## src/rtl/serial_subtractor_if.sv

```systemverilog
// Handshake and operand/result bundle for serial_subtractor.
// The borrow-overflow flag V exists only when SERIAL_SUB_OVERFLOW_EN is defined.
interface serial_subtractor_if #(
  parameter int WIDTH = 4
);
  logic             start;
  logic [WIDTH-1:0] A;
  logic [WIDTH-1:0] B;
  logic             Bin;
  logic [WIDTH-1:0] D;
  logic             Bout;
  logic             busy;
  logic             done;
`ifdef SERIAL_SUB_OVERFLOW_EN
  logic             V;
`endif

  // Controller side: issues operations, collects results.
  modport master (
    output start, A, B, Bin,
`ifdef SERIAL_SUB_OVERFLOW_EN
    input  V,
`endif
    input  D, Bout, busy, done
  );

  // Subtractor side.
  modport slave (
    input  start, A, B, Bin,
`ifdef SERIAL_SUB_OVERFLOW_EN
    output V,
`endif
    output D, Bout, busy, done
  );
endinterface

```

## src/rtl/serial_subtractor.sv

```systemverilog
// Bit-serial subtractor: D = A - B - Bin, one bit per clock, LSB first,
// through a single borrow flop. start/busy/done handshake; results are
// registered and only change on completion.
// Optional macro SERIAL_SUB_OVERFLOW_EN adds the signed-overflow flag V.
module serial_subtractor #(
  parameter int WIDTH = 4
) (
  input  logic                clk,
  input  logic                rst_n,
  serial_subtractor_if.slave  bus
);

  localparam int CW = (WIDTH > 1) ? $clog2(WIDTH) : 1;
  localparam logic [CW-1:0] LAST = CW'(WIDTH - 1);

  typedef enum logic [1:0] {
    IDLE = 2'd0,
    RUN  = 2'd1,
    DONE = 2'd2
  } state_t;

  state_t state;
  state_t state_nxt;

  logic [WIDTH-1:0] a_sr;
  logic [WIDTH-1:0] b_sr;
  logic [WIDTH-1:0] r_sr;
  logic [WIDTH-1:0] r_nxt;
  logic             br;
  logic [CW-1:0]    cnt;
  logic [1:0]       bit_res;
  logic             last;

  logic [WIDTH-1:0] d_q;
  logic             bout_q;
  logic             busy_c;
  logic             done_c;
`ifdef SERIAL_SUB_OVERFLOW_EN
  logic             v_q;
`endif

  // Full-subtractor cell: returns {borrow_out, difference}.
  function automatic logic [1:0] sub_bit(input logic a, input logic b, input logic bi);
    logic d;
    logic bo;
    d  = a ^ b ^ bi;
    bo = (~a & b) | (~(a ^ b) & bi);
    return {bo, d};
  endfunction

  assign bit_res = sub_bit(a_sr[0], b_sr[0], br);
  assign r_nxt   = {bit_res[0], r_sr[WIDTH-1:1]};
  assign last    = (cnt == LAST);

  // State register.
  always_ff @(posedge clk or negedge rst_n) begin
    if (!rst_n) begin
      state <= IDLE;
    end else begin
      state <= state_nxt;
    end
  end

  // Next-state: start only honoured in IDLE; RUN lasts exactly WIDTH edges.
  always_comb begin
    state_nxt = state;
    case (state)
      IDLE:    if (bus.start) state_nxt = RUN;
      RUN:     if (last)      state_nxt = DONE;
      DONE:    state_nxt = IDLE;
      default: state_nxt = IDLE;
    endcase
  end

  // Handshake outputs decoded from the registered state.
  always_comb begin
    busy_c = 1'b0;
    done_c = 1'b0;
    case (state)
      RUN:     busy_c = 1'b1;
      DONE:    done_c = 1'b1;
      default: ;
    endcase
  end

  // Serial datapath: load on start, shift during RUN, publish on the last bit.
  always_ff @(posedge clk or negedge rst_n) begin
    if (!rst_n) begin
      a_sr   <= '0;
      b_sr   <= '0;
      r_sr   <= '0;
      br     <= 1'b0;
      cnt    <= '0;
      d_q    <= '0;
      bout_q <= 1'b0;
`ifdef SERIAL_SUB_OVERFLOW_EN
      v_q    <= 1'b0;
`endif
    end else begin
      case (state)
        IDLE: begin
          if (bus.start) begin
            a_sr <= bus.A;
            b_sr <= bus.B;
            br   <= bus.Bin;
            cnt  <= '0;
          end
        end
        RUN: begin
          a_sr <= a_sr >> 1;
          b_sr <= b_sr >> 1;
          r_sr <= r_nxt;
          br   <= bit_res[1];
          cnt  <= cnt + CW'(1);
          if (last) begin
            d_q    <= r_nxt;
            bout_q <= bit_res[1];
`ifdef SERIAL_SUB_OVERFLOW_EN
            // br here is the borrow into the MSB stage.
            v_q    <= br ^ bit_res[1];
`endif
          end
        end
        default: ;
      endcase
    end
  end

  assign bus.D    = d_q;
  assign bus.Bout = bout_q;
  assign bus.busy = busy_c;
  assign bus.done = done_c;
`ifdef SERIAL_SUB_OVERFLOW_EN
  assign bus.V    = v_q;
`endif

endmodule
```

## src/flat_wrapper.sv

```systemverilog
// flat-port wrapper written by rule: the top's interface ports become plain ports
module serial_subtractor_flat 
#(
  parameter int WIDTH = 4
)
  (clk, rst_n, bus_start, bus_A, bus_B, bus_Bin, bus_D, bus_Bout, bus_busy, bus_done);
  serial_subtractor_if #(.WIDTH(WIDTH)) bus_i ();
  input  logic clk;
  input  logic rst_n;
  input wire logic [$bits(bus_i.start)-1:0] bus_start;
  input wire logic [$bits(bus_i.A)-1:0] bus_A;
  input wire logic [$bits(bus_i.B)-1:0] bus_B;
  input wire logic [$bits(bus_i.Bin)-1:0] bus_Bin;
  output wire logic [$bits(bus_i.D)-1:0] bus_D;
  output wire logic [$bits(bus_i.Bout)-1:0] bus_Bout;
  output wire logic [$bits(bus_i.busy)-1:0] bus_busy;
  output wire logic [$bits(bus_i.done)-1:0] bus_done;
  assign bus_i.start = bus_start;
  assign bus_i.A = bus_A;
  assign bus_i.B = bus_B;
  assign bus_i.Bin = bus_Bin;
  assign bus_D = bus_i.D;
  assign bus_Bout = bus_i.Bout;
  assign bus_busy = bus_i.busy;
  assign bus_done = bus_i.done;
  serial_subtractor #(.WIDTH(WIDTH)) u_core (.clk(clk), .rst_n(rst_n), .bus(bus_i));
endmodule
```

## config.mk

```make
export PLATFORM = sky130hd
export DESIGN_NAME = serial_subtractor_flat
export DESIGN_NICKNAME = d
export VERILOG_FILES = /design/src/rtl/serial_subtractor_if.sv /design/src/rtl/serial_subtractor.sv /design/src/flat_wrapper.sv
export SDC_FILE = /design/constraint.sdc
export NUM_CORES = 1
export LEC_CHECK = 0
export CORE_ASPECT_RATIO = 1.5
export CORE_MARGIN = 2
export CORE_UTILIZATION = 30
export CTS_CLUSTER_SIZE = 14
export DETAILED_ROUTE_END_ITERATION = 6
export GPL_ROUTABILITY_DRIVEN = 0
export PLACE_DENSITY = 0.58
export SLEW_MARGIN = 15
export SYNTH_ARGS = -nofsm -noshare
export SYNTH_HDL_FRONTEND = slang
export SYNTH_SLANG_ARGS = --single-unit
```

## constraint.sdc

```tcl
create_clock -name clk -period 1.6 [get_ports clk]
set_input_delay 0.16 -clock clk [delete_from_list [all_inputs] [get_ports clk]]
set_output_delay 0.16 -clock clk [all_outputs]
set_load 0.02 [all_outputs]
```

== Word level (Yosys, flattened, before mapping) ==
Cells that the tools add are included.

* $add $sub $neg: 1
* Eq/ne operators: 5
* Multiplexer cells: 13
* Bitwise operators: 7
* Reductions and logical operators: 5

{| class="wikitable"
|+ Operators with widths
! kind !! number
|-
| case mux 4 bit (2 select lines) || 2
|-
| two-way mux 4 bit || 2
|-
| case mux 2 bit (2 select lines) || 2
|-
| two-way mux 2 bit || 3
|-
| AND reduction 2 bit || 3
|-
| equality test 2 bit, second input constant || 2
|-
| two-way mux 1 bit || 3
|-
| adder 2 x 1 -> 2 bit, second input constant || 1
|-
| AND 1 bit || 2
|-
| equality test 2 x 1 -> 1 bit, second input constant || 1
|-
| zero test 2 bit || 1
|-
| inequality test 2 x 1 -> 1 bit, second input constant || 1
|-
| inequality test 2 bit, second input constant || 1
|-
| NOT 1 bit || 2
|-
| case mux 1 bit (2 select lines) || 1
|-
| nonzero test 2 bit || 1
|-
| bitwise XOR 1 bit || 2
|-
| bitwise OR 1 bit || 1
|}

* Bits in registers: 22
* Output and inout port bits: 7
* Logic and storage cells: 39

== Logic depth before layout (Yosys ltp) ==
* Depth after elaboration: 5
* Mapped depth: 4
* Mapped depth without buffers: 3

== Least setup slack after synthesis ==
Ideal clock, no wire load.

* Path kind: reg-to-reg
* Start: register u_core.state[1]
* End: register u_core.r_sr[2]
* Arrival time: 1.128 ns
* Data required time: 1.475 ns
* Path slack: 0.348 ns
* Cell stages (with the launch flop): 4
* Path buffers: 0
* Period minus slack after synthesis: 1.252 ns
* Path through: dfrtp_1 > nand2b_2 > inv_2 > mux2_2

* Longest elaborated chain between the ends: 1

{| class="wikitable"
|+ RTL lines
! what !! line !! source
|-
| from (decl) || serial_subtractor.sv:22 || <nowiki>state_t state;</nowiki>
|-
| from (signal assigned) || serial_subtractor.sv:60 || <nowiki>state <= state_nxt;</nowiki>
|-
| equality test 2 x 1 -> 1 bit || serial_subtractor.sv:100 || <nowiki>case (state)</nowiki>
|-
| to (signal assigned) || serial_subtractor.sv:112 || <nowiki>r_sr <= r_nxt;</nowiki>
|-
| to (decl) || serial_subtractor.sv:27 || <nowiki>logic [WIDTH-1:0] r_sr;</nowiki>
|}

Every way passes these cells.
A chain may end at the register's enable or synchronous reset.

== Worst setup path after layout ==
* Start: register u_core.state[1]
* End: output bus_busy

* Longest elaborated chain between the ends: 2

{| class="wikitable"
|+ RTL lines
! what !! line !! source
|-
| equality test 2 x 1 -> 1 bit || serial_subtractor.sv:79 || <nowiki>case (state)</nowiki>
|-
| two-way mux 1 bit || serial_subtractor.sv:79 ||
|-
| to (decl) || flat_wrapper.sv:16 || <nowiki>output wire logic [$bits(bus_i.busy)-1:0] bus_busy;</nowiki>
|}

Every way passes these cells.

==> run summary <==
RUN STATUS
------------------------------------------------------------------------------------------
Run status                                                                    finished, final reports clean

LOGIC SYNTHESIS
------------------------------------------------------------------------------------------
Post-Synthesis Cells                                                                    75
Number of enable flip-flop cells after synthesis                                         0
Total nets after synthesis                                                              89
Fraction of post-synthesis cell area in the top cell type by area                    54.3%
Ranking of synthesized cells by area                                          dfrtp_1 54%, mux2_2 8.2%, nor4b_1 5.4%
Cell taking the most area after synthesis                                          dfrtp_1
Mapped Avg Cell Area                                                              12.9 um2
FFs w/ async S/R, synth                                                               100%
Sequential share of the synthesized area                                             54.3%
Post-synth top flop                                                                dfrtp_1
Library cell with the highest instance count after synthesis                       dfrtp_1
Synth unique cells                                                                      27
Post-synthesis instance area                                                       967 um2
Most common library cells after synthesis                                     21 x dfrtp_1, 9 x inv_1, 7 x mux2_2
Total of flip-flops plus latches after synthesis                                        21
Number of synthesis warnings                                                             0

PWR
------------------------------------------------------------------------------------------
Worst-case vdd ir drop                                                              757 uV
Internal Dissipation                                                               1.58 mW
Total power density per cell area                                              1970 nW/um2
Total power consumption of the routed design                                       2.47 mW
Psw                                                                               0.883 mW
Static leakage power                                                              0.552 nW
Sequential group share of total power                                                37.6%
Sw Ratio                                                                             35.8%
Share of power burned in combinational logic                                         48.5%
Clock network power share                                                            13.9%

FINAL LAYOUT
------------------------------------------------------------------------------------------
Diode insertion count for antenna repair                                                 0
Proportion of layout cells with a drive suffix above 1                               21.4%
Post-synthesis to final-layout area growth                                           29.5%
NumNets Final                                                                          113
Area of all placed cells without fillers                                          1250 um2

PLACE
------------------------------------------------------------------------------------------
Setup slack after placement                                                         147 ps
Placed Instance Area                                                              1210 um2
Quantity of I/O buffers inserted on ports                                               18
Half-perimeter wire length of the detailed placement result                        1.43 mm

CLOCKING
------------------------------------------------------------------------------------------
CTS tree                                                                             built
Clock edge transition at the registers on the reported setup and hold paths          80 ps
Number of CTS-inserted buffers                                                           3
CTS-repair resized insts                                                                 2
# hold bufs at CTS                                                                       0
Clock root cell                                                                   clkbuf_8
Source-to-sink clock delay at the later pin of the worst-skew pair                  260 ps
Clock sink count                                                                        21
Setup Fix Bufs, Post-CTS                                                                 0
Clock buffer depth                                                                       2
H-tree depth                                                                             1

CRITICAL PATH
------------------------------------------------------------------------------------------
Total buffers and inverters traversed by the critical path                               2
Sequence of cells on the critical path                                        nand2b_2 > inv_2 > dlygate4sd2_1
Max stage delay on crit path                                                        380 ps
Critical path class                                                             reg -> out
Data arrival time at the worst-slack endpoint                                      1270 ps
Logic depth of the worst register-to-register path                                       3
Number of stages on the worst setup path                                                 3
Max Fanout on Critical Path                                                              5
Crit. End Element                                                              output port
Startpoint of the lowest-slack register-to-register path                      u_core.state[1]$_DFFE_PN0P_
Reg-to-reg critical path endpoint                                             u_core.bus.D[3]$_DFFE_PN0P_
Critical path launch point type                                                   register
Critical Path Start                                                           u_core.state[1]$_DFFE_PN0P_
CP max-delay cell                                                                  dfrtp_1
Data required time of the worst path                                               1440 ps
Register-to-register setup slack                                                    200 ps
Top cell family by delay on the critical path                                 buffers and inverters

DETAILED ROUTING
------------------------------------------------------------------------------------------
Average detailed-routed wire length per instance                                   14.3 um
Remaining number of nets flagged by the antenna check after routing                      0
DR DRC count                                                                             0
Overall via count from detail_route                                                    670
Total wire length after detailed routing                                           1.98 mm
Count of TritonRoute iterations in the first routing pass                                3
Number of DRC markers in iteration 0                                                    19
Average vias per placed instance                                                      4.86

STA
------------------------------------------------------------------------------------------
RSZ-0062 raised after global routing                                                 false
Headroom to the max-slew limit                                                       76.1%
Share of the clock period used by the worst path after layout                        89.2%
Total negative slack                                                                  0 ps
Count of pins over their slew limit                                                      0
Minimum clock period                                                               1430 ps
Final critical-path setup slack                                                     172 ps
Endpoints failing setup                                                                  0
Clock Skew                                                                         4.02 ps
Transition at the pin with the smallest max-transition slack                        358 ps
Number of hold violations in the final report                                            0
Top achievable clock speed                                                         700 MHz

FLOORPLANNING
------------------------------------------------------------------------------------------
Die X                                                                              50.4 um
Core region area                                                                  3130 um2
Starting density of the core                                                         30.9%
Site row count                                                                          25
Die area                                                                          3700 um2
Number of top-level pins                                                                19
Y dimension of the die                                                             73.5 um

GRT
------------------------------------------------------------------------------------------
Maximum number of pins on one net before global-route repair                            22
Total gr overflow                                                                        0
Total global-route track usage                                                       12.1%
Number of global-route vias before repair                                              686
First-pass GRT wire length                                                         3.38 mm
Initial antenna violation count                                                          0

WORST HOLD PATH
------------------------------------------------------------------------------------------
Path class of the lowest-slack min-delay path                                  in -> async

JOB
------------------------------------------------------------------------------------------
Maximum Capacitance Violations                                                           0

[power groups by stage]
| stage | combinational [mW] | sequential, mW | clock, mW |
|---|---|---|---|
| 4_1_cts | 1.22 | 0.930 | 0.354 |
| 3_3_place_gp | 1.20 | 0.938 | 0 |
| 5_1_grt | 1.32 | 0.963 | 0.376 |
| 6_report | 1.20 | 0.928 | 0.343 |
| 2_1_floorplan | 0.748 | 0.992 | 0 |
| 3_5_place_dp | 1.22 | 0.940 | 0 |
[placed cells by master, fill, tap and decap left out]
cell	n
a211o_1	1
a211oi_1	2
a21oi_1	1
a221oi_1	4
a22o_1	1
buf_4	5
clkbuf_8	3
clkdlybuf4s50_1	16
clkinv_2	1
dfrtp_1	21
dlygate4sd2_1	2
fa_1	1
ha_1	1
inv_1	9
inv_2	1
mux2_2	7
mux2i_1	2
nand2_1	1
nand2b_2	1
nand3b_1	1
nand4bb_1	1
nor2b_1	1
nor3b_1	3
nor4b_1	6
nor4bb_1	1
o21ba_2	1
o21bai_2	1
o221a_2	1
o311ai_0	1
or4b_1	1
[registers in the layout, indices dropped and copies added, names as in the netlist]
register / flops
u_core.b_sr: 4
u_core.r_sr: 3
u_core.bus.D: 4
u_core.br: 1
u_core.bus.Bout: 1
u_core.cnt: 2
u_core.a_sr: 4
u_core.state: 2
[area by class of cell]
| cell class | instances | area [um2] |
|---|---|---|
| multi-input cells | 40 | 378 |
| clock inverters | 1 | 5.00 |
| fillers | 317 | 1880 |
| repair buffers | 23 | 215 |
| inverters | 10 | 37.5 |
| flip-flops and latches | 21 | 526 |
| clock buffers | 3 | 41.3 |
| well taps | 40 | 50.0 |
[through the flow]
step / cells / hold slack, ps / utilization (%)
2_1_floorplan: 75 / -136 / -
3_3_place_gp: 134 / 488 / 38.6
3_5_place_dp: 134 / 494 / 38.6
4_1_cts: 138 / 247 / 40.0
5_1_grt: 138 / 266 / 40.0
6_report: 138 / 239 / 40.0
[worst max-delay path by stage]
stage,slack (ps),to
after floorplan,350,u_core.r_sr[2]$_DFFE_PN0N_
after CTS,160,bus_busy
after global routing,100,bus_busy
final,170,bus_busy
after detailed placement,150,u_core.b_sr[0]$_DFFE_PN0P_
after global placement,170,u_core.b_sr[0]$_DFFE_PN0P_
[per-layer routing]
layer	GRT usage, %	wire length (um)	vias to the layer above
met5	0	0	-
met4	6.31	27	0
met1	15.8	927	335
met3	1.63	64	2
met2	19.4	955	14
li1	-	-	319
[kinds of logic (layout without fill, tap and decap cells)]
family          Yosys count  in the layout  share of synthesized area, %
compound gates           13             13                          11.8
fa+ha+maj                 2              2                          3.36
buf+inv                  14             37                          6.60
flops                    21             21                          54.3
mux                       9              9                          10.2
simple gates             16             16                          13.7
Power figures use the tool's default switching activity.
